[src/rtl/fifo_burst_reader_if.sv]
// Command, FIFO-drain and output-stream signals of the burst reader.
// master is the reader's view; slave is the surrounding logic's view.
interface fifo_burst_reader_if #(
    parameter int DATA_WIDTH = 32,
    parameter int LEN_WIDTH  = 8
);
    logic                  cmd_valid;
    logic                  cmd_ready;
    logic [LEN_WIDTH-1:0]  cmd_len;
    logic                  fifo_empty;
    logic [DATA_WIDTH-1:0] fifo_data;
    logic                  fifo_rd_en;
    logic                  m_valid;
    logic                  m_ready;
    logic [DATA_WIDTH-1:0] m_data;
    logic                  m_last;

    modport master (
        input  cmd_valid, cmd_len, fifo_empty, fifo_data, m_ready,
        output cmd_ready, fifo_rd_en, m_valid, m_data, m_last
    );

    modport slave (
        output cmd_valid, cmd_len, fifo_empty, fifo_data, m_ready,
        input  cmd_ready, fifo_rd_en, m_valid, m_data, m_last
    );
endinterface

[src/rtl/fifo_burst_reader.sv]
// Pulls cmd_len+1 words from a show-ahead FIFO per command into a 2-entry
// output buffer; fifo_rd_en depends only on registered state and fifo_empty.
//   state | meaning
//   IDLE  | waiting for a burst command, cmd_ready high
//   BURST | fetching words, fetch_left beats still to pop
module fifo_burst_reader #(
    parameter int DATA_WIDTH = 32,
    parameter int LEN_WIDTH  = 8
) (
    input  logic                clk,
    input  logic                rst_n,
    fifo_burst_reader_if.master bus,
    output logic                busy
);
    typedef enum logic {IDLE, BURST} state_t;

    localparam logic [LEN_WIDTH:0] ONE = (LEN_WIDTH+1)'(1);

    state_t                state;
    logic                  cmd_ready_q;
    logic [LEN_WIDTH:0]    fetch_left;
    logic [1:0]            occ;
    logic [DATA_WIDTH-1:0] buf_data [2];
    logic                  buf_last [2];

    logic rd_en;
    logic pop;
    logic final_fetch;

    assign rd_en       = (state == BURST) && !bus.fifo_empty && (occ < 2'd2);
    assign pop         = (occ != 2'd0) && bus.m_ready;
    assign final_fetch = rd_en && (fetch_left == ONE);

    assign bus.fifo_rd_en = rd_en;
    assign bus.cmd_ready  = cmd_ready_q;
    assign bus.m_valid    = (occ != 2'd0);
    assign bus.m_data     = buf_data[0];
    assign bus.m_last     = buf_last[0];
    assign busy           = (state != IDLE) || (occ != 2'd0);

    always_ff @(posedge clk) begin
        if (!rst_n) begin
            state       <= IDLE;
            cmd_ready_q <= 1'b1;
            fetch_left  <= '0;
            occ         <= '0;
            buf_data[0] <= '0;
            buf_data[1] <= '0;
            buf_last[0] <= 1'b0;
            buf_last[1] <= 1'b0;
        end else begin
            case (state)
                IDLE: begin
                    if (bus.cmd_valid) begin
                        // one extra bit so an all-ones length still counts 2^LEN_WIDTH beats
                        fetch_left  <= {1'b0, bus.cmd_len} + ONE;
                        state       <= BURST;
                        cmd_ready_q <= 1'b0;
                    end
                end
                BURST: begin
                    if (rd_en) begin
                        fetch_left <= fetch_left - ONE;
                    end
                    if (final_fetch) begin
                        state       <= IDLE;
                        cmd_ready_q <= 1'b1;
                    end
                end
                default: begin
                    state       <= IDLE;
                    cmd_ready_q <= 1'b1;
                end
            endcase

            // head is always entry 0; a pop shifts entry 1 forward
            case ({rd_en, pop})
                2'b10: begin
                    if (occ == 2'd0) begin
                        buf_data[0] <= bus.fifo_data;
                        buf_last[0] <= final_fetch;
                    end else begin
                        buf_data[1] <= bus.fifo_data;
                        buf_last[1] <= final_fetch;
                    end
                    occ <= occ + 2'd1;
                end
                2'b01: begin
                    buf_data[0] <= buf_data[1];
                    buf_last[0] <= buf_last[1];
                    occ         <= occ - 2'd1;
                end
                2'b11: begin
                    if (occ == 2'd1) begin
                        buf_data[0] <= bus.fifo_data;
                        buf_last[0] <= final_fetch;
                    end else begin
                        buf_data[0] <= buf_data[1];
                        buf_last[0] <= buf_last[1];
                        buf_data[1] <= bus.fifo_data;
                        buf_last[1] <= final_fetch;
                    end
                end
                default: begin
                end
            endcase
        end
    end
endmodule

[src/flat_wrapper.sv]
// flat-port wrapper written by rule: the top's interface ports become plain ports
module fifo_burst_reader_flat 
#(
    parameter int DATA_WIDTH = 32,
    parameter int LEN_WIDTH  = 8
)
  (clk, rst_n, busy, bus_cmd_valid, bus_cmd_len, bus_fifo_empty, bus_fifo_data, bus_m_ready, bus_cmd_ready, bus_fifo_rd_en, bus_m_valid, bus_m_data, bus_m_last);
  fifo_burst_reader_if #(.DATA_WIDTH(DATA_WIDTH), .LEN_WIDTH(LEN_WIDTH)) bus_i ();
  input  logic clk;
  input  logic rst_n;
  output logic busy;
  input wire logic [$bits(bus_i.cmd_valid)-1:0] bus_cmd_valid;
  input wire logic [$bits(bus_i.cmd_len)-1:0] bus_cmd_len;
  input wire logic [$bits(bus_i.fifo_empty)-1:0] bus_fifo_empty;
  input wire logic [$bits(bus_i.fifo_data)-1:0] bus_fifo_data;
  input wire logic [$bits(bus_i.m_ready)-1:0] bus_m_ready;
  output wire logic [$bits(bus_i.cmd_ready)-1:0] bus_cmd_ready;
  output wire logic [$bits(bus_i.fifo_rd_en)-1:0] bus_fifo_rd_en;
  output wire logic [$bits(bus_i.m_valid)-1:0] bus_m_valid;
  output wire logic [$bits(bus_i.m_data)-1:0] bus_m_data;
  output wire logic [$bits(bus_i.m_last)-1:0] bus_m_last;
  assign bus_i.cmd_valid = bus_cmd_valid;
  assign bus_i.cmd_len = bus_cmd_len;
  assign bus_i.fifo_empty = bus_fifo_empty;
  assign bus_i.fifo_data = bus_fifo_data;
  assign bus_i.m_ready = bus_m_ready;
  assign bus_cmd_ready = bus_i.cmd_ready;
  assign bus_fifo_rd_en = bus_i.fifo_rd_en;
  assign bus_m_valid = bus_i.m_valid;
  assign bus_m_data = bus_i.m_data;
  assign bus_m_last = bus_i.m_last;
  fifo_burst_reader #(.DATA_WIDTH(DATA_WIDTH), .LEN_WIDTH(LEN_WIDTH)) u_core (.clk(clk), .rst_n(rst_n), .bus(bus_i), .busy(busy));
endmodule
[config.mk]
export PLATFORM = sky130hd
export DESIGN_NAME = fifo_burst_reader_flat
export DESIGN_NICKNAME = d
export VERILOG_FILES = /design/src/rtl/fifo_burst_reader_if.sv /design/src/rtl/fifo_burst_reader.sv /design/src/flat_wrapper.sv
export SDC_FILE = /design/constraint.sdc
export NUM_CORES = 1
export LEC_CHECK = 0
export ABC_CLOCK_PERIOD_IN_PS = 10300
export CAP_MARGIN = 30
export CORE_UTILIZATION = 45
export CTS_BUF_LIST = sky130_fd_sc_hd__clkbuf_2
export CTS_CLUSTER_SIZE = 25
export DETAILED_ROUTE_END_ITERATION = 12
export GPL_TIMING_DRIVEN = 0
export PLACE_DENSITY = 0.72
export SLEW_MARGIN = 15
export SYNTH_ARGS = -nofsm -noshare
export SYNTH_HDL_FRONTEND = slang
export SYNTH_SLANG_ARGS = --single-unit
[constraint.sdc]
create_clock -name clk -period 10.3 [get_ports clk]
set_clock_uncertainty 0.1 [all_clocks]
set_input_delay 2.06 -clock clk [delete_from_list [all_inputs] [get_ports clk]]
set_output_delay 2.06 -clock clk [all_outputs]
set_load 0.05 [all_outputs]
==> flow_metrics.tcl <==
set metrics [dict create \
    status "finished clean" \
    clockRootBuffer "clkbuf_2" \
    p_leak_nw 1.887 \
    worst_ep_arrival_time_ns 4.00 \
    crit_fanout 10 \
    core_um2 7888 \
    cts-hold-fix-buffers 0 \
    critPathBufInv 4 \
    grt_overflow 0 \
    ir_worst_vdd_mv 0.07123 \
    die_w_um 93.21 \
    synthArstFlopShare_pct 0 \
    area_delta_synth_final_pct 30.68 \
    vias_per_cell 5.165 \
    critPathKind "in -> out" \
    rows 32 \
    synth_cell_types 41 \
    cts_buffers 9 \
    fmax_mhz 162.4 \
    cts_setup_buffers 0 \
    post-dp-hpwl_um 5297 \
    slowest_delay_ns 0.81 \
    drt_pass1_iterations 5 \
    multiInputGateArea_um2 1179 \
    final.period_utilization_pct 59.79 \
    slew_headroom_pct 61.31 \
    fillCellCount 640 \
    ys_warn_count 0 \
    clock_latency_ns 0.53 \
    synth_flop_cell "edfxtp_1" \
    drive_gt1_share_pct 14.18 \
    wire_per_inst_um 14.59 \
    seq_area_um2 2242 \
    antennaDiodeCount 0 \
    utilization_pct 62.02 \
    avgSynthCellArea_um2 12.36 \
    critPathRequiredTime_ns 8.14 \
    num_vias 2603 \
    cts_max_level 3 \
    port_buffers 81 \
    timing.max_cap.violations 0 \
    tritoncts "yes" \
    hp-class "reg -> reg" \
    crit_family "buffers and inverters" \
    synth_edf_count 66 \
    synth_area_um2 3744 \
    antenna_found_initial 0 \
    crit_chain "clkdlybuf4s50_1 -> or3b_1 -> clkbuf_1 -> inv_2 -> clkdlybuf4s50_1" \
    ys_ff_latch 79 \
    fin_setup_tns_ns 0 \
    place_ws_ns 4.142 \
    pin_count 82 \
    drc 0 \
    ctsResizeCount 0 \
    cp_slowest_cell "clkdlybuf4s50_1" \
    worstMarginPinSlew_ns 0.5760 \
    routed_wl_um 7353 \
    die_y_um 93.21 \
    synth_nets 356 \
    hold_viol 0 \
    setup_viol 0 \
    drtAntennaViolNets 0 \
    finalCriticalPeriod_ns 6.159 \
    clkTransAtPathRegs_ns 0.22 \
    drtIter0Drc 93 \
    grt.total_usage_pct 17.90 \
    grt_pass1_wl_um 11720 \
    worstSetupEndpointType "primary output" \
    slew_viol_final 0 \
    clock_path_buffers 2 \
    grt_max_degree 20 \
    rsz0062_at_grt "false" \
    start_util_pct 47.46 \
    cpMostUsedCell "clkdlybuf4s50_1" \
    ys_seq_area_share_pct 59.89 \
    dieArea_um2 8688 \
    synthCells 303 \
    final_nets 450 \
    cellPowerDensity_nw_per_um2 223.2 \
    worst_slack_ns 4.141 \
    grt_pass1_vias 2475 \
    r2r_slack_ns 7.38 \
    place_congestion 0.7470 \
    start_kind "input pin" \
    cts.sinks 79 \
]
per-layer routing:
layer | GRT usage, % | part of all wire [%] | vias to the layer above | routed length [um]
li1 | - | - | 1279 | -
met1 | 22.39 | 45 | 1245 | 3289
met2 | 29.29 | 49 | 71 | 3630
met3 | 4.228 | 4.6 | 8 | 335
met4 | 8.462 | 1.3 | 0 | 96
met5 | 0 | 0 | - | 0
sequential cells by signal (all words and copies together), names as in the netlist:
register	count
u_core.fetch_left	9
u_core.buf_last	2
u_core.occ	2
u_core.bus.cmd_ready	1
u_core.state	1
u_core.buf_data	64
final cells by class:
class	count	share of cell area, %
Sequential cell	79	45.83
Multi-Input combinational cell	166	24.09
Timing Repair Buffer	83	17.70
Buffer	46	6.010
Tap cell	102	2.609
Clock inverter	5	1.714
Clock buffer	11	1.125
Inverter	12	0.9207
layout by cell type (no fill, tap or decap), types with 4 or more instances in the layout:
| cell | synthesis | layout |
|---|---|---|
| clkdlybuf4s50_1 | 0 | 81 |
| edfxtp_1 | 66 | 66 |
| and2_1 | 33 | 33 |
| a22o_1 | 32 | 32 |
| buf_4 | 32 | 32 |
| clkbuf_1 | 13 | 13 |
| dfxtp_1 | 13 | 13 |
| clkbuf_2 | 0 | 11 |
| inv_1 | 10 | 10 |
| nor2_1 | 9 | 9 |
| nand2_1 | 9 | 9 |
| a21oi_1 | 8 | 8 |
| ha_1 | 8 | 8 |
| o21ai_0 | 8 | 7 |
| nor2b_1 | 4 | 4 |
| o21a_1 | 4 | 4 |
| or3_1 | 4 | 4 |
| nor4_1 | 4 | 4 |
cell usage after synthesis, types with 2 or more instances:
library cell  number  area [um2]
inv_2              2       7.510
nand3_1            4       20.02
o21ai_0            8       40.04
xnor2_1            2       17.52
or3_1              4       25.02
nor4_1             4       25.02
edfxtp_1          66        1982
a31oi_1            2       12.51
clkbuf_1          13       48.80
nand2b_1           3       18.77
and2_1            33       206.5
nor3_1             3       15.01
dfxtp_1           13       260.3
o21a_1             4       30.03
inv_1             10       37.54
a211oi_1           3       22.52
nor2b_1            4       25.02
xor2_1             3       26.28
a22oi_1            3       22.52
mux2i_1            3       30.03
o31a_1             3       26.28
nand2_1            9       33.78
a2111oi_0          2       17.52
ha_1               8       100.1
buf_4             32       240.2
a21oi_1            8       40.04
nor2_1             9       33.78
a22o_1            32       280.3
path summary, 6_finish.rpt:
| kind | startpoint | to | cells past startpoint |
|---|---|---|---|
| hold / removal | u_core.bus.cmd_ready$_SDFFE_PN1P_ | u_core.bus.cmd_ready$_SDFFE_PN1P_ | 1 |
| setup / recovery | bus_fifo_empty | bus_fifo_rd_en | 5 |
| hold reg to reg | u_core.bus.cmd_ready$_SDFFE_PN1P_ | u_core.bus.cmd_ready$_SDFFE_PN1P_ | 1 |
| setup reg to reg | u_core.occ[0]$_SDFFE_PN0P_ | u_core.buf_data[0][27]$_DFFE_PP_ | 9 |
metrics by stage:
stage	area (um2)	hold WS [ns]	power, W	std cells
2_1_floorplan	3744	0.3450	0.0007642	303
3_3_place_gp	4682	0.3368	0.0008939	486
3_5_place_dp	4753	0.3454	0.0009129	488
4_1_cts	4892	0.3926	0.001101	504
5_1_grt	4892	0.4034	0.001144	504
6_report	4892	0.3839	0.001092	504
kinds of logic (layout without fill, tap and decap cells):
group | after synthesis | in the layout | share of synthesized area, %
flops | 79 | 79 | 59.89
fa+ha+maj | 8 | 8 | 2.674
xor+xnor | 5 | 5 | 1.170
compound gates | 71 | 71 | 14.41
mux | 3 | 3 | 0.8022
buf+inv | 58 | 157 | 9.058
simple gates | 79 | 79 | 12.00
report_power, final:
part / internal [W] / leakage, nW / switching, W
clock network: 0.0000826 / 0.0784 / 0.000108
registers: 0.000425 / 0.799 / 0.0000213
logic: 0.000182 / 1.01 / 0.000273
total: 0.000690 / 1.89 / 0.000402
(Power assumes the default switching activity.)
